$ cat config.mk
export PLATFORM = sky130hd
export DESIGN_NAME = mult_ctrl_param_flat
export DESIGN_NICKNAME = d
export VERILOG_FILES = /design/src/rtl/mult_ctrl_param_if.sv /design/src/rtl/mult_ctrl_param.sv /design/src/flat_wrapper.sv
export SDC_FILE = /design/constraint.sdc
export NUM_CORES = 1
export LEC_CHECK = 0
export CORE_AREA = 8 8 45 47
export DETAILED_ROUTE_END_ITERATION = 10
export DIE_AREA = 0 0 53 55
export PLACE_DENSITY = 0.52
export SLEW_MARGIN = 15
export SYNTH_ARGS = -nofsm -noshare
export SYNTH_HDL_FRONTEND = slang
export SYNTH_SLANG_ARGS = --single-unit
$ cat constraint.sdc
create_clock -name clk -period 2.15 [get_ports clk]
set_input_delay 0.43 -clock clk [delete_from_list [all_inputs] [get_ports clk]]
set_output_delay 0.43 -clock clk [all_outputs]
set_load 0.01 [all_outputs]
$ cat src/rtl/mult_ctrl_param_if.sv
// Handshake and datapath-strobe bundle between the sequencer/datapath side (master)
// and the shift-add multiplier controller (slave).
interface mult_ctrl_param_if #(
    parameter int WIDTH = 4
);
    localparam int CW = (WIDTH < 2) ? 1 : $clog2(WIDTH);

    logic          start;
    logic          abort;
    logic          q_lsb;
    logic          ready;
    logic          busy;
    logic          done;
    logic          sig_rst;
    logic          ld1;
    logic          ld2;
    logic          s0;
    logic          s1;
    logic          s2;
    logic [CW-1:0] iter_cnt;

    modport master (
        output start, abort, q_lsb,
        input  ready, busy, done, sig_rst, ld1, ld2, s0, s1, s2, iter_cnt
    );

    modport slave (
        input  start, abort, q_lsb,
        output ready, busy, done, sig_rst, ld1, ld2, s0, s1, s2, iter_cnt
    );
endinterface

$ cat src/rtl/mult_ctrl_param.sv
// Parametrised shift-add multiplier controller: start/ready/done handshake,
// synchronous abort and optional single-cycle handling of zero multiplier bits.
module mult_ctrl_param #(
    parameter int WIDTH     = 4,
    parameter bit SKIP_ZERO = 1'b0
) (
    input  logic              clk,
    input  logic              rst_n,
    mult_ctrl_param_if.slave  bus
);
    localparam int            CW   = (WIDTH < 2) ? 1 : $clog2(WIDTH);
    localparam logic [CW-1:0] LAST = CW'(WIDTH - 1);

    typedef enum logic [2:0] {
        IDLE,
        INIT,
        LOAD,
        ADD,
        SHIFT,
        DONE
    } state_t;

    state_t        r_state;
    state_t        w_next;
    logic [CW-1:0] r_iter_cnt;
    logic [CW-1:0] w_iter_next;

    logic w_ready;
    logic w_done;
    logic w_sig_rst;
    logic w_ld1;
    logic w_ld2;
    logic w_s0;
    logic w_shift;
    logic w_last;
    logic w_skip;

    assign w_last = (r_iter_cnt == LAST);
    assign w_skip = SKIP_ZERO & ~bus.q_lsb;

    always_ff @(posedge clk or negedge rst_n) begin
        if (!rst_n) begin
            r_state    <= IDLE;
            r_iter_cnt <= '0;
        end else begin
            r_state    <= w_next;
            r_iter_cnt <= w_iter_next;
        end
    end

    always_comb begin
        w_next      = r_state;
        w_iter_next = r_iter_cnt;
        w_ready     = 1'b0;
        w_done      = 1'b0;
        w_sig_rst   = 1'b0;
        w_ld1       = 1'b0;
        w_ld2       = 1'b0;
        w_s0        = 1'b0;
        w_shift     = 1'b0;

        case (r_state)
            IDLE: begin
                w_ready = 1'b1;
                if (bus.start) begin
                    w_next = INIT;
                end
            end
            INIT: begin
                w_sig_rst   = 1'b1;
                w_iter_next = '0;
                w_next      = LOAD;
            end
            LOAD: begin
                w_ld1  = 1'b1;
                w_next = ADD;
            end
            ADD: begin
                if (w_skip) begin
                    // Zero bit in skip mode: shift right here instead of visiting SHIFT
                    w_ld2   = 1'b1;
                    w_shift = 1'b1;
                    if (w_last) begin
                        w_next = DONE;
                    end else begin
                        w_iter_next = r_iter_cnt + 1'b1;
                        w_next      = ADD;
                    end
                end else begin
                    w_ld2  = bus.q_lsb;
                    w_s0   = 1'b1;
                    w_next = SHIFT;
                end
            end
            SHIFT: begin
                w_ld2   = 1'b1;
                w_shift = 1'b1;
                if (w_last) begin
                    w_next = DONE;
                end else begin
                    w_iter_next = r_iter_cnt + 1'b1;
                    w_next      = ADD;
                end
            end
            DONE: begin
                w_done = 1'b1;
                w_next = IDLE;
            end
            default: begin
                w_next = IDLE;
            end
        endcase

        // Abort overrides every transition, including DONE -> IDLE
        if (bus.abort && (r_state != IDLE)) begin
            w_next      = IDLE;
            w_iter_next = '0;
        end
    end

    assign bus.ready    = w_ready;
    assign bus.busy     = ~w_ready;
    assign bus.done     = w_done;
    assign bus.sig_rst  = w_sig_rst;
    assign bus.ld1      = w_ld1;
    assign bus.ld2      = w_ld2;
    assign bus.s0       = w_s0;
    assign bus.s1       = w_shift;
    assign bus.s2       = w_shift;
    assign bus.iter_cnt = r_iter_cnt;

    a_s2_matches_s1: assert property (@(posedge clk) disable iff (!rst_n)
        bus.s2 == bus.s1);
    a_strobes_exclusive: assert property (@(posedge clk) disable iff (!rst_n)
        $onehot0({bus.sig_rst, bus.ld1, bus.done}));
    a_iter_bounded: assert property (@(posedge clk) disable iff (!rst_n)
        r_iter_cnt <= LAST);
    a_done_single: assert property (@(posedge clk) disable iff (!rst_n)
        bus.done |=> !bus.done);
endmodule

$ cat src/flat_wrapper.sv
// flat-port wrapper written by rule: the top's interface ports become plain ports
module mult_ctrl_param_flat 
#(
    parameter int WIDTH     = 4,
    parameter bit SKIP_ZERO = 1'b0
)
  (clk, rst_n, bus_start, bus_abort, bus_q_lsb, bus_ready, bus_busy, bus_done, bus_sig_rst, bus_ld1, bus_ld2, bus_s0, bus_s1, bus_s2, bus_iter_cnt);
  mult_ctrl_param_if #(.WIDTH(WIDTH)) bus_i ();
  input  logic clk;
  input  logic rst_n;
  input wire logic [$bits(bus_i.start)-1:0] bus_start;
  input wire logic [$bits(bus_i.abort)-1:0] bus_abort;
  input wire logic [$bits(bus_i.q_lsb)-1:0] bus_q_lsb;
  output wire logic [$bits(bus_i.ready)-1:0] bus_ready;
  output wire logic [$bits(bus_i.busy)-1:0] bus_busy;
  output wire logic [$bits(bus_i.done)-1:0] bus_done;
  output wire logic [$bits(bus_i.sig_rst)-1:0] bus_sig_rst;
  output wire logic [$bits(bus_i.ld1)-1:0] bus_ld1;
  output wire logic [$bits(bus_i.ld2)-1:0] bus_ld2;
  output wire logic [$bits(bus_i.s0)-1:0] bus_s0;
  output wire logic [$bits(bus_i.s1)-1:0] bus_s1;
  output wire logic [$bits(bus_i.s2)-1:0] bus_s2;
  output wire logic [$bits(bus_i.iter_cnt)-1:0] bus_iter_cnt;
  assign bus_i.start = bus_start;
  assign bus_i.abort = bus_abort;
  assign bus_i.q_lsb = bus_q_lsb;
  assign bus_ready = bus_i.ready;
  assign bus_busy = bus_i.busy;
  assign bus_done = bus_i.done;
  assign bus_sig_rst = bus_i.sig_rst;
  assign bus_ld1 = bus_i.ld1;
  assign bus_ld2 = bus_i.ld2;
  assign bus_s0 = bus_i.s0;
  assign bus_s1 = bus_i.s1;
  assign bus_s2 = bus_i.s2;
  assign bus_iter_cnt = bus_i.iter_cnt;
  mult_ctrl_param #(.WIDTH(WIDTH), .SKIP_ZERO(SKIP_ZERO)) u_core (.clk(clk), .rst_n(rst_n), .bus(bus_i));
endmodule
==> reports/qor.yml <==
cells_and_area:
  fillCellCount: 151
  layout_commonest_cell: "clkdlybuf4s50_1"
  fin_nets: 62
  seq_area_um2: 125
  n_antenna_cell: 0
  mostFrequentLayoutCells: "clkdlybuf4s50_1, dfrtp_1, buf_4"
  multi_input_area_um2: 171
  area_growth_syn_to_layout_pct: 62.6
  layout-drive-gt1-share: 0.164
  post-route-cell-area_um2: 539
power_and_ir_drop:
  power.density_nw_per_um2: 1130
  total_power_uw: 608
  ir_worst_vdd_mv: 0.361
  leakage_uw: 0.000293
setup_path:
  cp-startpoint: "u_core.r_state[0]"
  required_ns: 1.72
  endpoint: "bus_ld2"
  r2r_cells: 4
  rrSetupSlack_ns: 0.85
  critPathMaxFanout: 4
  timing.rr.start: "u_core.bus.iter_cnt[0]"
  critical_path_class: "flip-flop to primary output"
  crit_path_start_kind: "flip-flop"
  r2r_end: "u_core.bus.iter_cnt[0]"
  end_kind: "primary output"
  crit_arrival_ns: 1.63
placed_design:
  pre_cts_ws_ns: 0.203
  place.gp.congestion: 0.674
  dp_hpwl_um: 642
  place_area_um2: 493
  port_buffers: 15
drt:
  wl_um: 793
  avgViaCountPerCell: 4.34
  drt_iter0_drc: 2
  vias: 308
  dr.pass1.iters: 2
  drc_errors: 0
  routedWlPerCell_um: 11.2
  ant_nets: 0
sta:
  finalCritPeriodShare: 0.960
  finalHoldViolations: 0
  relSlewSlack: 0.755
  setup_viol: 0
  finalCriticalPeriod_ns: 2.06
  clock.fmax_ghz: 0.485
  maxSlewViolCount: 0
  worst_pin_slew_ns: 0.361
  rsz0062_at_grt: "no"
  finalClockSkew_ns: 0.000789
  timing.final.ws_setup_ns: 0.0871
  fin_tns_setup_ns: 0
grt:
  grt_max_degree: 10
  grt_pass1_wl_um: 1260
  grt_overflow: 0
  antenna_found_initial: 0
  grt_pass1_vias: 319
  grt_use_total: 0.0603
cts:
  clk_latency_ns: 0.24
  numCtsBuffers: 3
  clk_path_buf_depth: 2
  clock-sinks: 5
  ctsHoldBuffers: 0
  tritoncts: "yes"
  htreeDepth: 1
  cts_root_buf: "clkbuf_4"
  clk_pin_slew_ns: 0.04
synth:
  synth.avg_cell_area_um2: 9.47
  yosys_warnings: 0
  synthTopCellsByArea: "dfrtp_1, nor3b_1, ha_1"
  synth-seq-area-share: 0.377
  netlist.area_leader.share: 0.377
  syn_nets: 41
  synth_area_um2: 332
  synth-seq-cells: 5
  yosysUniqueCellTypes: 22
  syn_inst: 35
  yosysTopAreaCell: "dfrtp_1"
floorplan:
  rows: 14
  start_util: 0.240
  die_h_um: 55
  die_x_um: 53
  ios: 16
  core-area_um2: 1380
  die_area_um2: 2920
min_path:
  hold_path_class: "input pin to asynchronous set/reset pin"
job:
  drv_cap: 0
status:
  outcome: "complete, no violations"
## per-layer routing
metal / track usage / up-vias / part of all wire
met5: 0 / - / 0
li1: - / 162 / -
met3: 0.0455 / 0 / 0.17
met2: 0.0898 / 14 / 0.42
met4: 0.0388 / 0 / 0
met1: 0.0582 / 132 / 0.41
## timing repair
action / CTS / global route
setup buffers: 2 / 0
resized for setup: 0 / 2
setup endpoints to repair: 2 / 2
## worst min path at each step
stage / endpoint / slack, ns / depth (start not counted)
after floorplan: u_core.bus.iter_cnt[0] / 0.13 / 0
after CTS: u_core.bus.iter_cnt[1] / 0.42 / 1
after global placement: u_core.bus.iter_cnt[0] / 0.54 / 1
final: u_core.r_state[0] / 0.41 / 1
after detailed placement: u_core.bus.iter_cnt[1] / 0.53 / 1
after global routing: u_core.r_state[0] / 0.43 / 1
## kinds of logic after synthesis
| family | after synthesis | synth area share |
|---|---|---|
| AO/OA/AOI/OAI | 6 | 0.132 |
| XOR/XNOR | 1 | 0.0264 |
| adder cells (fa/ha/maj) | 1 | 0.0377 |
| buffers and inverters | 6 | 0.106 |
| flip-flops | 5 | 0.377 |
| multiplexers | 1 | 0.0340 |
| AND/OR/NAND/NOR | 15 | 0.287 |
## power by group
part,internal [uW],leakage [uW],switching (uW),total (uW)
Sequential,118,0.0000675,14.7,132
Clock,70.1,0.0000150,37.0,107
Combinational,205,0.000211,163,368
## worst max-delay path, stage by stage (launching register included)
cell and delay [ns]:
dfrtp_1 0.38, or3b_4 0.42, nand2_1 0.07, clkdlybuf4s50_1 0.53
## cell type report
type	instances	area share
clock buffer	4	0.0487
sequential	5	0.232
inverter	3	0.0209
tap	16	0.0371
timing repair buffer	19	0.343
multi-input combinational	24	0.318
## Yosys cell counts
cell,instances
or3_1,1
and3b_1,1
o311ai_1,1
buf_6,1
a21oi_1,2
nand2b_1,2
inv_1,3
dfrtp_1,5
xor2_1,1
nor3_2,1
buf_2,1
a21o_1,1
ha_1,1
mux2_1,1
nor2_1,3
nor3b_1,3
nor3_1,1
nand2_1,2
a22o_1,1
or3b_4,1
a2bb2oi_1,1
buf_4,1
## stage by stage
step | instances | hold slack [ns] | util
after floorplan | 35 | 0.134 | -
after detailed placement | 65 | 0.531 | 0.356
after global placement | 65 | 0.538 | 0.356
after CTS | 71 | 0.416 | 0.386
after global routing | 71 | 0.428 | 0.390
final | 71 | 0.410 | 0.390
## state kept, by name (all words and copies together), names as in the netlist
register and count:
u_core.bus.iter_cnt 2, u_core.r_state 3
Power figures use the tool's default switching activity.
